File: src/rtl/uart_rx.sv
// uart_rx: 8N1 UART receiver with a small first-word-fall-through FIFO.
//   rxd_i is double-flopped, deframed LSB-first by a five-state FSM and
//   queued. The FIFO head appears on data_o while valid_o is high, and
//   rd_i pops one byte per cycle.
// Ports:
//   clk_i, reset_i      clock, asynchronous active-high reset
//   rxd_i               serial input (idle high, asynchronous to clk_i)
//   rd_i                pop strobe
//   clr_err_i           clears sticky overrun_o / frame_err_o
//   data_o, valid_o     FIFO head byte and non-empty flag
//   count_o             FIFO occupancy
//   overrun_o           sticky: byte dropped because the FIFO was full
//   frame_err_o         sticky: stop bit sampled low
module uart_rx #(
  parameter int CLKS_PER_BIT = 868,
  parameter int FIFO_DEPTH   = 4
) (
  input  logic                        clk_i,
  input  logic                        reset_i,
  input  logic                        rxd_i,
  input  logic                        rd_i,
  input  logic                        clr_err_i,
  output logic [7:0]                  data_o,
  output logic                        valid_o,
  output logic [$clog2(FIFO_DEPTH):0] count_o,
  output logic                        overrun_o,
  output logic                        frame_err_o
);

  localparam int CW = $clog2(CLKS_PER_BIT);
  localparam int AW = $clog2(FIFO_DEPTH);
  localparam logic [CW-1:0] HALF_LAST = CW'(CLKS_PER_BIT / 2 - 1);
  localparam logic [CW-1:0] BIT_LAST  = CW'(CLKS_PER_BIT - 1);
  localparam logic [AW:0]   FULL_CNT  = (AW+1)'(FIFO_DEPTH);

  typedef enum logic [2:0] {S_IDLE, S_START, S_DATA, S_STOP, S_BREAK} state_t;

  state_t        state_q, state_d;
  logic [1:0]    sync_q;
  logic          rxd;
  logic [CW-1:0] baud_q;
  logic [2:0]    bit_idx_q;
  logic [7:0]    shreg_q;
  logic          shift_en, push, ferr_set;

  logic [7:0]    mem_q [FIFO_DEPTH];
  logic [AW-1:0] wr_ptr_q, rd_ptr_q;
  logic [AW:0]   count_q;
  logic [7:0]    last_q;
  logic          full, pop, wr_en;

  always_ff @(posedge clk_i or posedge reset_i) begin
    if (reset_i) sync_q <= '1;
    else         sync_q <= {sync_q[0], rxd_i};
  end
  assign rxd = sync_q[1];

  always_comb begin
    state_d  = state_q;
    shift_en = 1'b0;
    push     = 1'b0;
    ferr_set = 1'b0;
    unique case (state_q)
      S_IDLE:  if (!rxd) state_d = S_START;
      S_START: if (baud_q == HALF_LAST) state_d = rxd ? S_IDLE : S_DATA;
      S_DATA:  if (baud_q == BIT_LAST) begin
                 shift_en = 1'b1;
                 if (bit_idx_q == 3'd7) state_d = S_STOP;
               end
      S_STOP:  if (baud_q == BIT_LAST) begin
                 if (rxd) begin
                   push    = 1'b1;
                   state_d = S_IDLE;
                 end else begin
                   ferr_set = 1'b1;
                   state_d  = S_BREAK;
                 end
               end
      S_BREAK: if (rxd) state_d = S_IDLE;
      default: state_d = S_IDLE;
    endcase
  end

  always_ff @(posedge clk_i or posedge reset_i) begin
    if (reset_i) begin
      state_q   <= S_IDLE;
      baud_q    <= '0;
      bit_idx_q <= '0;
      shreg_q   <= '0;
    end else begin
      state_q <= state_d;
      // Counter restarts on every state change and wraps once per bit time.
      if (state_d != state_q || baud_q == BIT_LAST) baud_q <= '0;
      else                                          baud_q <= baud_q + CW'(1);
      if (state_q != S_DATA) bit_idx_q <= '0;
      else if (shift_en)     bit_idx_q <= bit_idx_q + 3'd1;
      if (shift_en) shreg_q <= {rxd, shreg_q[7:1]};
    end
  end

  assign full  = (count_q == FULL_CNT);
  assign pop   = rd_i && (count_q != '0);
  // When full, a same-cycle pop frees the head slot that wr_ptr points at.
  assign wr_en = push && (!full || pop);

  always_ff @(posedge clk_i or posedge reset_i) begin
    if (reset_i) begin
      for (int unsigned i = 0; i < FIFO_DEPTH; i++) mem_q[i] <= '0;
      wr_ptr_q    <= '0;
      rd_ptr_q    <= '0;
      count_q     <= '0;
      last_q      <= '0;
      overrun_o   <= 1'b0;
      frame_err_o <= 1'b0;
    end else begin
      if (wr_en) begin
        mem_q[wr_ptr_q] <= shreg_q;
        wr_ptr_q        <= wr_ptr_q + AW'(1);
      end
      if (pop) begin
        last_q   <= mem_q[rd_ptr_q];
        rd_ptr_q <= rd_ptr_q + AW'(1);
      end
      if (wr_en && !pop)      count_q <= count_q + (AW+1)'(1);
      else if (pop && !wr_en) count_q <= count_q - (AW+1)'(1);
      if (push && full && !pop) overrun_o <= 1'b1;
      else if (clr_err_i)       overrun_o <= 1'b0;
      if (ferr_set)        frame_err_o <= 1'b1;
      else if (clr_err_i)  frame_err_o <= 1'b0;
    end
  end

  // Empty FIFO keeps showing the most recently popped byte.
  assign data_o  = valid_o ? mem_q[rd_ptr_q] : last_q;
  assign valid_o = (count_q != '0);
  assign count_o = count_q;

endmodule

File: config.mk
export PLATFORM = sky130hd
export DESIGN_NAME = uart_rx
export DESIGN_NICKNAME = d
export VERILOG_FILES = /design/src/rtl/uart_rx.sv
export SDC_FILE = /design/constraint.sdc
export NUM_CORES = 1
export LEC_CHECK = 0
export CORE_MARGIN = 2
export CORE_UTILIZATION = 55
export DETAILED_ROUTE_END_ITERATION = 8
export GPL_TIMING_DRIVEN = 0
export PLACE_DENSITY = 0.74
export SYNTH_ARGS = -nofsm -noshare
export SYNTH_HDL_FRONTEND = slang
export SYNTH_SLANG_ARGS = --single-unit
File: constraint.sdc
create_clock -name clk_i -period 5.68 [get_ports clk_i]
set_input_delay 1.704 -clock clk_i [delete_from_list [all_inputs] [get_ports clk_i]]
set_output_delay 1.704 -clock clk_i [all_outputs]
set_load 0.01 [all_outputs]
Yosys cells after proc, flatten, opt, wreduce, memory -nomap -nowiden --
Cells that the tools add are included. W data, S select, Z words.
Storage, ports and cells: flip-flop bits (word level) 75, input bits 5
Operators by class: $add $sub $neg 6, $lt $le $gt $ge 3, eq/ne operators 10, multiplexer cells 32, bitwise operators 2, reduce and logical (&&, ||, !) cells 18
Operator list (count):
- $mux W3 | 11
- $bwmux W32 | 1
- $mux W8 | 4
- $bmux W8 S2 | 1
- $demux W8 S2 | 1
- $pmux W3 S5 | 1
- $mux W1 | 11
- $add A10 B1 Y10 const B | 1
- $eq A10 B10 Y1 const B | 1
- $eq A10 B9 Y1 const B | 1
- $mux W10 | 1
- $eq A3 B3 Y1 const B | 3
- $reduce_bool A2 Y1 | 4
- $logic_and A1 B1 Y1 | 7
- $add A3 B1 Y3 const B | 2
- $eq A3 B2 Y1 const B | 2
- $ge A3 B3 Y1 const B | 2
- $not A2 Y3 | 2
- $add A2 B1 Y2 const B | 2
- $eq A3 B1 Y1 const B | 1
- $logic_not A1 Y1 | 3
- $logic_not A3 Y1 | 1
- $lt A3 B1 Y1 const B | 1
- $ne A3 B2 Y1 const B | 1
- other kinds (5) | 6

Logic depth before layout (Yosys ltp) --
Gate-level depths: netlist (run 1).
word-level depth 8, mapped depth 10

Least setup slack after synthesis (run 1) --
Ideal clock, no wire load.
path kind flip-flop to output port, from register rd_ptr_q[0], to output data_o[0], arrival 1654 ps, setup slack 2322 ps, stages on the path, launching flop included 4, path through dfrtp_1 clkbuf_1 mux4_2 mux2_2
On the way: word-level cells in the longest chain between the ends 5
RTL lines:
- start, declared | RTL line 47 | logic [AW-1:0] wr_ptr_q, rd_ptr_q;
- start signal, assigned | RTL line 122 | rd_ptr_q <= rd_ptr_q + AW'(1);
- $not A2 Y3 (implied by the code) | RTL line 134 | assign data_o = valid_o ? mem_q[rd_ptr_q] : last_q;
- $bmux W8 S2 | RTL line 134
- $mux W8 (implied by the code) (2 in a row) | RTL line 134
- $mux W8 | RTL line 134
- end, declared | RTL line 23 | output logic [7:0] data_o,
Every way passes these cells. The select of a mux whose other input is x is not followed.

Final worst setup path (run 1) --
from register rd_ptr_q[0], to output data_o[2]
The elaborated chain is that of the path after synthesis.

==> results of run 1 <==
==> path summary, 6_finish.rpt <==
check,from,endpoint,slack (ns),cells past startpoint
max in group asynchronous,reset_i,sync_q[0],3.47,3
min in group asynchronous,reset_i,baud_q[5],1.62,2
worst min register to register,sync_q[0],sync_q[1],0.35,0
worst max-delay path,rd_ptr_q[0],data_o[2],1.27,4
worst max register to register,baud_q[0],count_o[2],3.03,10
worst min-delay path,sync_q[0],sync_q[1],0.35,0
==> per-stage QoR <==
stage          instances  utilization  hold WS (ns)  area (µm²)
2_1_floorplan        278            -         0.345        3640
3_3_place_gp         373        0.613         0.346        3910
3_5_place_dp         374        0.618         0.349        3940
4_1_cts              390        0.652         0.349        4160
5_1_grt              390        0.652         0.362        4160
6_report             390        0.652         0.353        4160
==> synth_stat cells, drive strengths merged (6+ instances only) <==
master and number:
dfrtp 73, nand3 10, ha 9, nor3 7, xnor2 6, inv 11
clkbuf 8, mux2 58, nor2 14, nand2 8, mux4 8, nand4 7
==> worst max-delay path: stages (launching register included) <==
cell,delay [ns]
dfrtp_1,0.33
clkbuf_1,0.62
mux4_2,0.65
mux2_2,0.29
clkdlybuf4s50_1,0.48
==> layer usage <==
metal,vias up,wire [µm],track usage
met5,-,0,0
met3,12,235,0.0379
li1,1088,-,-
met2,38,2990,0.281
met4,0,112,0.0808
met1,1178,3290,0.313
==> area by class of cell <==
class	instances	area, µm²	area share
flip-flops and latches	75	1880	0.451
multi-input cells	181	1670	0.402
repair buffers	19	208	0.0499
clock buffers	12	145	0.0349
well taps	77	96.3	0.0231
clock inverters	4	73.8	0.0177
plain buffers	11	43.8	0.0105
inverters	11	43.8	0.0105
==> power by group <==
group / switching, W / internal, W / leakage [nW] / total (W)
Sequential: 0.000000197 / 0.000535 / 1.03 / 0.000535
Clock: 0.000190 / 0.000260 / 0.111 / 0.000450
Combinational: 0.0000131 / 0.00000538 / 0.804 / 0.0000185
==> registers in the layout (all words and copies together) (netlist names) <==
register     count
overrun_o        1
rd_ptr_q         2
last_q           8
bit_idx_q        3
count_o          3
sync_q           2
frame_err_o      1
shreg_q          8
state_q          3
baud_q          10
wr_ptr_q         2
mem_q           32
==> kinds of logic after synthesis <==
kind of cell | count (synthesis) | share of synthesized area
xor gates and xnor gates | 10 | 0.0241
DFF | 75 | 0.517
buffers and inverters | 22 | 0.0234
and+or+nand+nor | 66 | 0.111
AOI/OAI and AO/OA | 27 | 0.0540
adders and majority gates | 10 | 0.0365
muxes | 68 | 0.235
==> cells in the final DEF, fill, tap and decap left out, types with 4 or more instances in the layout <==
cell type / synthesis / layout
mux4_2: 8 / 8
nor3_1: 7 / 7
clkbuf_1: 8 / 10
nand3_2: 4 / 4
dfrtp_1: 73 / 73
o2111ai_1: 4 / 4
xnor2_1: 6 / 6
nor2_1: 13 / 13
o22ai_1: 5 / 5
ha_1: 9 / 9
xor2_1: 4 / 4
nand3_1: 6 / 6
nand4_1: 7 / 7
inv_1: 11 / 10
nand2_1: 8 / 8
o21ai_0: 4 / 4
clkbuf_8: 0 / 10
o21a_1: 5 / 5
clkdlybuf4s50_1: 0 / 18
mux2_2: 57 / 57
==> out/metrics.cfg, run 1 <==
[logic_synthesis]
yosysUniqueCellTypes=45
syn_area_per_cell_um2=13.1
synth_area_um2=3640
synth_edf_count=0
syn-instance-count=278
yosys_most_used_dff=dfrtp_1
ys_warn_count=0
synth_async_sr_flop_share=1.00
synth_area_leader_cell=dfrtp_1
synth.top_cell.area_share=0.502
synth_fp_nets=293
synth_area_leaders=dfrtp_1, mux2_2, mux4_2, ha_1, dfstp_2
ys_seq_area_frac=0.517
ys_ff_latch=75

[global_route]
overflow=0
grt_pass1_vias=2283
antenna_found_initial=0
grt_pass1_wl_um=11300
track_usage=0.202
grt_max_degree=65

[power]
power.leakage_nw=1.94
vdd_ir_drop_max_v=0.000198
totalPowerFinal_w=0.00100
power_density_nw_per_um2=241

[placement]
io_buffers=18
dpl.hpwl_um=4380
dp_worst_setup_slack_ns=1.40
place.gp.congestion=0.793

[run_status]
outcome=completed

[timing]
layout_setup_ws_ns=1.27
setup_viol=0
fmax_ghz=0.227
finalMaxSlewViolations=0
fin_tns_setup_ns=0
worst_pin_slew_ns=0.901
skew_ns=0.0106
period_share=0.776
rsz0062_at_grt=false
finalHoldViolCount=0
period_needed_ns=4.41
max-slew-margin-rel=0.391

[critical_path]
worstSetupPathType=flip-flop to primary output
crit_required_ns=3.98
start_kind=flip-flop
cp_max_fo=10
worstSetupEndpointType=primary output
crit_arrival_ns=2.70

[die]
fp.dieH_um=85.3
row_count=29
die-area_um2=7280
ios=19
initial_utilization=0.570
die_w_um=85.3
core-area_um2=6390

[route]
totalWireLength_um=6630
remaining_drc_errors=0
detail-route-antenna-nets=0
drt_iter0_drc=173
via_per_inst=5.94
num_vias=2316
wire_per_inst_um=17.0
drt_pass1_iterations=5

[clock_network]
cts-resized-gates=0
ctsHoldBuffers=0
post_cts.repair.setup_buffers=0
path_clk_slew_ns=0.08
clk_latency_ns=0.35
clock-sinks=75
clock_path_buffers=2
ctsHtreeMaxLevel=3
cts_tree=built
root_buffer=clkbuf_8
numCtsBuffers=9

[layout]
antenna_cells=0
fillers=491
drive_gt1_frac=0.300
area_delta_synth_final_pct=14.4
fin_nets=323

[flow_run]
max-cap-violations=0

[worst_hold_path]
hold_class=flip-flop to flip-flop

No activity file was read; power rests on OpenSTA's default activity.
==> run 2: changes to the inputs <==
Clock period 5.68 ns to 4.31 ns, I/O delays scaled along.
==> results of run 2 <==
Same layout as run 1 (identical final DEF). Status: completed.
Main changes from that run: setup slack after placement 1.40 ns -> 0.445 ns; setup slack after layout 1.27 ns -> 0.313 ns; register-to-register setup slack 3.03 ns -> 1.66 ns; total power 0.00100 W -> 0.00132 W; worst IR drop on VDD 0.000198 V -> 0.000261 V
